$ cat config.mk
export PLATFORM = sky130hd
export DESIGN_NAME = dmem_arbiter
export DESIGN_NICKNAME = d
export VERILOG_FILES = /design/src/rtl/dmem_pkg.sv /design/src/rtl/dmem_arb_resp.sv /design/src/rtl/dmem_arbiter.sv
export SDC_FILE = /design/constraint.sdc
export NUM_CORES = 1
export LEC_CHECK = 0
export CAP_MARGIN = 10
export CORE_ASPECT_RATIO = 1.5
export CORE_MARGIN = 10
export CORE_UTILIZATION = 29
export CTS_BUF_LIST = sky130_fd_sc_hd__clkbuf_8
export DETAILED_ROUTE_END_ITERATION = 7
export PLACE_DENSITY = 0.78
export REMOVE_ABC_BUFFERS = 1
export SLEW_MARGIN = 20
export SYNTH_ARGS = -nofsm -noshare
export SYNTH_HDL_FRONTEND = slang
export SYNTH_SLANG_ARGS = --single-unit
$ cat constraint.sdc
create_clock -name SYS_clk -period 2.1 [get_ports SYS_clk]
set_input_delay 0.315 -clock SYS_clk [delete_from_list [all_inputs] [get_ports SYS_clk]]
set_output_delay 0.315 -clock SYS_clk [all_outputs]
set_load 0.1 [all_outputs]
$ cat src/rtl/dmem_pkg.sv
// Shared definitions for the data-memory arbiter: length codes, requester indices and request bundle.
// Request address/data fields are sized for the widest supported AW/DW (64) and truncated at the memory side.
package dmem_pkg;

    localparam logic [1:0] LEN_NONE = 2'b00;
    localparam logic [1:0] LEN_BYTE = 2'b01;
    localparam logic [1:0] LEN_HALF = 2'b10;
    localparam logic [1:0] LEN_WORD = 2'b11;

    localparam int unsigned PORT_CPU = 0;
    localparam int unsigned PORT_LDR = 1;

    localparam int unsigned REQ_AW_MAX = 64;
    localparam int unsigned REQ_DW_MAX = 64;

    typedef struct packed {
        logic                  we;
        logic [1:0]            len;
        logic                  is_signed;
        logic [REQ_AW_MAX-1:0] addr;
        logic [REQ_DW_MAX-1:0] wdata;
    } dmem_req_t;

endpackage

$ cat src/rtl/dmem_arb_resp.sv
// Per-port load return register: captures memory read data on a load grant, pulses rvalid next cycle.
module dmem_arb_resp #(
    parameter int unsigned DW = 32
) (
    input  logic          clk,
    input  logic          rst_n,
    input  logic          capture,
    input  logic [DW-1:0] mem_rdata,
    output logic          rvalid,
    output logic [DW-1:0] rdata
);

    always_ff @(posedge clk or negedge rst_n) begin
        if (!rst_n) begin
            rvalid <= 1'b0;
            rdata  <= '0;
        end else begin
            rvalid <= capture;
            if (capture) begin
                rdata <= mem_rdata;
            end
        end
    end

endmodule

$ cat src/rtl/dmem_arbiter.sv
// Two-port DATA_MEMORY arbiter: CPU (port 0) has fixed priority, loader (port 1) is forced after STARVE_LIMIT denials.
// Optional macro DMEM_ARB_LOCK_EN adds p1_lock for atomic loader sequences.
module dmem_arbiter
    import dmem_pkg::*;
#(
    parameter int unsigned STARVE_LIMIT = 4,
    parameter int unsigned AW           = 32,
    parameter int unsigned DW           = 32
) (
    input  logic          SYS_clk,
    input  logic          SYS_reset_n,
    input  logic          p0_req,
    input  logic          p0_we,
    input  logic [1:0]    p0_len,
    input  logic          p0_signed,
    input  logic [AW-1:0] p0_addr,
    input  logic [DW-1:0] p0_wdata,
    output logic          p0_gnt,
    output logic          p0_rvalid,
    output logic [DW-1:0] p0_rdata,
    input  logic          p1_req,
    input  logic          p1_we,
    input  logic [1:0]    p1_len,
    input  logic          p1_signed,
    input  logic [AW-1:0] p1_addr,
    input  logic [DW-1:0] p1_wdata,
`ifdef DMEM_ARB_LOCK_EN
    input  logic          p1_lock,
`endif
    output logic          p1_gnt,
    output logic          p1_rvalid,
    output logic [DW-1:0] p1_rdata,
    output logic          cpu_stall,
    output logic [1:0]    MEM_write_length,
    output logic [AW-1:0] MEM_write_address,
    output logic [DW-1:0] MEM_write_data,
    output logic [1:0]    MEM_read_length,
    output logic          MEM_read_signed,
    output logic [AW-1:0] MEM_read_address,
    input  logic [DW-1:0] MEM_read_data
);

    dmem_req_t  req0, req1, sel;
    logic [1:0] gnt;
    logic [3:0] starve_cnt;
    logic       force1;
    logic       hold1;
    logic       unused_sel;

    assign req0 = '{we: p0_we, len: p0_len, is_signed: p0_signed,
                    addr: REQ_AW_MAX'(p0_addr), wdata: REQ_DW_MAX'(p0_wdata)};
    assign req1 = '{we: p1_we, len: p1_len, is_signed: p1_signed,
                    addr: REQ_AW_MAX'(p1_addr), wdata: REQ_DW_MAX'(p1_wdata)};

`ifdef DMEM_ARB_LOCK_EN
    logic lock_owner;

    always_ff @(posedge SYS_clk or negedge SYS_reset_n) begin
        if (!SYS_reset_n) begin
            lock_owner <= 1'b0;
        end else if (p1_gnt && p1_lock) begin
            lock_owner <= 1'b1;
        end else if ((p1_gnt && !p1_lock) || !p1_req) begin
            lock_owner <= 1'b0;
        end
    end

    assign hold1 = lock_owner;
`else
    assign hold1 = 1'b0;
`endif

    assign force1 = (starve_cnt == 4'(STARVE_LIMIT));

    // A held lock also keeps the loader granted over a pending CPU request.
    assign gnt[PORT_LDR] = SYS_reset_n & p1_req & (~p0_req | force1 | hold1);
    assign gnt[PORT_CPU] = SYS_reset_n & p0_req & ~gnt[PORT_LDR] & ~hold1;
    assign p0_gnt        = gnt[PORT_CPU];
    assign p1_gnt        = gnt[PORT_LDR];
    assign cpu_stall     = p0_req & ~p0_gnt;

    always_ff @(posedge SYS_clk or negedge SYS_reset_n) begin
        if (!SYS_reset_n) begin
            starve_cnt <= '0;
        end else if (p1_gnt || !p1_req) begin
            starve_cnt <= '0;
        end else if (!force1) begin
            starve_cnt <= starve_cnt + 4'd1;
        end
    end

    assign sel        = gnt[PORT_LDR] ? req1 : req0;
    assign unused_sel = ^{sel.addr, sel.wdata};

    always_comb begin
        MEM_write_length  = LEN_NONE;
        MEM_write_address = '0;
        MEM_write_data    = '0;
        MEM_read_length   = LEN_WORD;
        MEM_read_signed   = 1'b0;
        MEM_read_address  = '0;
        if (|gnt) begin
            if (sel.we) begin
                MEM_write_length  = sel.len;
                MEM_write_address = sel.addr[AW-1:0];
                MEM_write_data    = sel.wdata[DW-1:0];
            end else begin
                MEM_read_length   = sel.len;
                MEM_read_signed   = sel.is_signed;
                MEM_read_address  = sel.addr[AW-1:0];
            end
        end
    end

    dmem_arb_resp #(.DW(DW)) u_resp0 (
        .clk       (SYS_clk),
        .rst_n     (SYS_reset_n),
        .capture   (p0_gnt & ~p0_we),
        .mem_rdata (MEM_read_data),
        .rvalid    (p0_rvalid),
        .rdata     (p0_rdata)
    );

    dmem_arb_resp #(.DW(DW)) u_resp1 (
        .clk       (SYS_clk),
        .rst_n     (SYS_reset_n),
        .capture   (p1_gnt & ~p1_we),
        .mem_rdata (MEM_read_data),
        .rvalid    (p1_rvalid),
        .rdata     (p1_rdata)
    );

endmodule
==> flow_metrics.env <==
export IMPL_cp_slowest_cell="dfrtp_1"
export IMPL_syn_avg_cell_area_um2=10.6
export IMPL_reg2regPathDepth=11
export IMPL_switching_share_pct=51.9
export IMPL_num_fill_cells=604
export IMPL_cts_sinks=70
export IMPL_slew_headroom_pct=65.1
export IMPL_post_drt_via_cell_ratio=5.77
export IMPL_cts_root_buffer_cell="clkbuf_8"
export IMPL_worstPathMaxFanout=16
export IMPL_r2r_start="starve_cnt[1]"
export IMPL_fin_crit_ns=2.63
export IMPL_core_rowCount=51
export IMPL_violations="negative setup slack"
export IMPL_start_kind="register"
export IMPL_die_x_um=115
export IMPL_final_setup_viol_count=136
export IMPL_htreeDepth=3
export IMPL_port_buffers=341
export IMPL_dr_pass1_iters=5
export IMPL_power_frac_clock_pct=16.0
export IMPL_cap_violations=0
export IMPL_crit_type="register to output pin"
export IMPL_routabilityCongestion=0.924
export IMPL_arrival_ns=2.32
export IMPL_final_cell_mix="170 x clkdlybuf4s50_1, 118 x buf_12, 98 x buf_4"
export IMPL_synth_area_um2=3890
export IMPL_switching_power_w=0.00430
export IMPL_syn_inst=367
export IMPL_clock_path_buffers=2
export IMPL_io_pins=342
export IMPL_grt_pass1_vias=5710
export IMPL_n_antenna_cell=0
export IMPL_finalPower_w=0.00829
export IMPL_final_common_cell="clkdlybuf4s50_1"
export IMPL_wire_per_inst_um=31.3
export IMPL_drc=0
export IMPL_vdd_drop_max_mv=1.18
export IMPL_startpoint="starve_cnt[1]"
export IMPL_path_cells="inv_2 -> ha_4 -> and3b_2 -> buf_4 -> o211ai_1 -> buf_4 -> clkbuf_16 -> o22ai_1 -> buf_12"
export IMPL_ys_ff_latch=70
export IMPL_die_y_um=162
export IMPL_numCtsBuffers=9
export IMPL_pre_cts_ws_ns=-0.334
export IMPL_tritoncts="built"
export IMPL_ys_warn_count=0
export IMPL_grt_antenna_before_repair=0
export IMPL_cp_end_kind="output pin"
export IMPL_clock_latency_ns=0.36
export IMPL_hold_viol=0
export IMPL_drt_iter0_markers=471
export IMPL_grt_usage_pct=26.6
export IMPL_initial_utilization_pct=29.7
export IMPL_critPathMostFrequentCell="buf_4"
export IMPL_ant_nets=0
export IMPL_area_delta_synth_final_pct=175
export IMPL_grt_pass1_wl_mm=38.0
export IMPL_die_area_um2=18500
export IMPL_vias=5359
export IMPL_combPwrFrac_pct=62.4
export IMPL_setup_ws_ns=-0.531
export IMPL_seqPwrFrac_pct=21.7
export IMPL_final_max_slew_viol_count=0
export IMPL_ys_seq_area_share_pct=45.0
export IMPL_grt_overflow=0
export IMPL_status="finished with violations"
export IMPL_critPathRequiredTime_ns=1.78
export IMPL_slowest_delay_ns=0.40
export IMPL_grt_max_degree=89
export IMPL_hold_ws_ns=0.0527
export IMPL_clkSlewWorstSetupHoldPaths_ns=0.08
export IMPL_dp_hpwl_mm=18.1
export IMPL_core_area_um2=13100
export IMPL_ys_types=35
export IMPL_hold_path_class="input port to asynchronous set/reset pin"
export IMPL_p_per_area_nw_per_um2=775
export IMPL_cellLeakagePower_nw=4.53
export IMPL_fin_crit_sh_pct=125
export IMPL_fin_skew_ns=0.0124
export IMPL_tightest_slew_ns=0.522
export IMPL_drive_gt1_share_pct=55.5
export IMPL_wl_mm=29.0
export IMPL_internal_power_w=0.00399
export IMPL_max_freq_ghz=0.380
export IMPL_nNetsFinal=938
export IMPL_rsz0062_at_grt="true"
metrics by stage:
step | instances | area, µm² | setup TNS (ns) | util (%)
after floorplan | 333 | 3730 | -164.59 | -
after CTS | 913 | 10100 | -36.26 | 76.9
after global placement | 867 | 8600 | -28.17 | 65.7
after global routing | 928 | 10700 | -60.83 | 81.8
final | 928 | 10700 | -50.58 | 81.8
after detailed placement | 867 | 8600 | -34.48 | 65.7
critical path, delay by kind of cell (launching register included):
kind / cells / cell delay (ns)
flip-flops: 1 / 0.40
buffers and inverters: 5 / 0.80
adder cells (fa/ha/maj): 1 / 0.18
AND/OR/NAND/NOR: 1 / 0.22
AO/OA/AOI/OAI: 2 / 0.37
what timing repair did:
item                                   4_1_cts  5_1_grt
pin swaps                                   23       12
setup endpoints to repair                  140      135
hold buffers                                 1        0
buffers inserted                            18        9
gates resized for setup                    120       81
gates cloned                                11        8
endpoints found under the hold margin       11        0
cell families (layout without fill, tap and decap cells):
kind of cell,count (synthesis),count (layout),share of synthesized area [%]
compound gates,112,112,22.0
xor+xnor,1,1,0.225
simple gates,75,75,8.52
mux,65,65,18.8
flops,70,70,45.0
buf+inv,42,444,4.82
fa+ha+maj,2,2,0.643
layer usage:
layer | GRT usage [%] | routed length, µm | vias to the layer above
met4 | 11.3 | 1510 | 0
met1 | 25.6 | 9360 | 2717
met2 | 49.0 | 15300 | 352
li1 | - | - | 2195
met3 | 9.73 | 2800 | 95
met5 | 0 | 0 | -
area by class of cell:
type	instances	area, µm²	share of cell area, %
Inverter	8	32.5	0.304
Timing Repair Buffer	420	5440	50.8
Clock buffer	9	124	1.16
Clock inverter	7	123	1.15
Tap cell	159	199	1.86
Multi-Input combinational cell	255	3030	28.3
Sequential cell	70	1750	16.4
flip-flops by register name (all words and copies together), names as in the netlist:
register / flops
starve_cnt: 4
u_resp1.rdata: 32
u_resp0.rvalid: 1
u_resp1.rvalid: 1
u_resp0.rdata: 32
path summary, 6_finish.rpt:
kind                                          to  slack [ns]
setup / recovery           MEM_write_address[24]       -0.53
hold / removal                 u_resp1.rdata[28]        0.05
setup reg to reg               u_resp1.rdata[17]       -0.28
hold reg to reg                u_resp1.rdata[18]        0.50
max in group asynchronous          starve_cnt[0]        1.02
min in group SYS_clk               starve_cnt[1]        0.42
synth_stat cells:
library cell | n | area, µm²
a2111oi_4 | 2 | 55.1
a211oi_1 | 2 | 15.0
a21oi_1 | 2 | 10.0
a22o_1 | 35 | 307
a2bb2oi_1 | 1 | 8.76
and2_1 | 1 | 6.26
and3_1 | 1 | 6.26
and3b_1 | 1 | 8.76
and4_1 | 1 | 8.76
buf_1 | 2 | 7.51
buf_2 | 6 | 30.0
buf_6 | 3 | 33.8
clkbuf_1 | 23 | 86.3
dfrtp_1 | 70 | 1750
ha_1 | 2 | 25.0
inv_1 | 7 | 26.3
inv_2 | 1 | 3.75
mux2_1 | 4 | 45.0
mux2_2 | 60 | 676
mux2i_1 | 1 | 10.0
nand2_1 | 62 | 233
nand3_1 | 2 | 10.0
nand3b_1 | 1 | 7.51
nand3b_4 | 1 | 20.0
nand4b_1 | 2 | 17.5
nor2_1 | 1 | 3.75
nor3_1 | 2 | 10.0
o2111ai_1 | 1 | 8.76
o211ai_1 | 2 | 15.0
o21a_1 | 1 | 7.51
o22ai_1 | 60 | 375
o2bb2ai_1 | 4 | 35.0
o32a_1 | 1 | 10.0
o41ai_1 | 1 | 8.76
xnor2_1 | 1 | 8.76
power by group through the flow:
stage	sequential [W]	combinational, W	clock [W]
CTS	0.00179	0.00495	0.00135
floorplan	0.00381	0.00109	0
detailed placement	0.00181	0.00468	0
global placement	0.00178	0.00462	0
finish	0.00180	0.00517	0.00132
global route	0.00183	0.00527	0.00141
(Power assumes the default switching activity.)
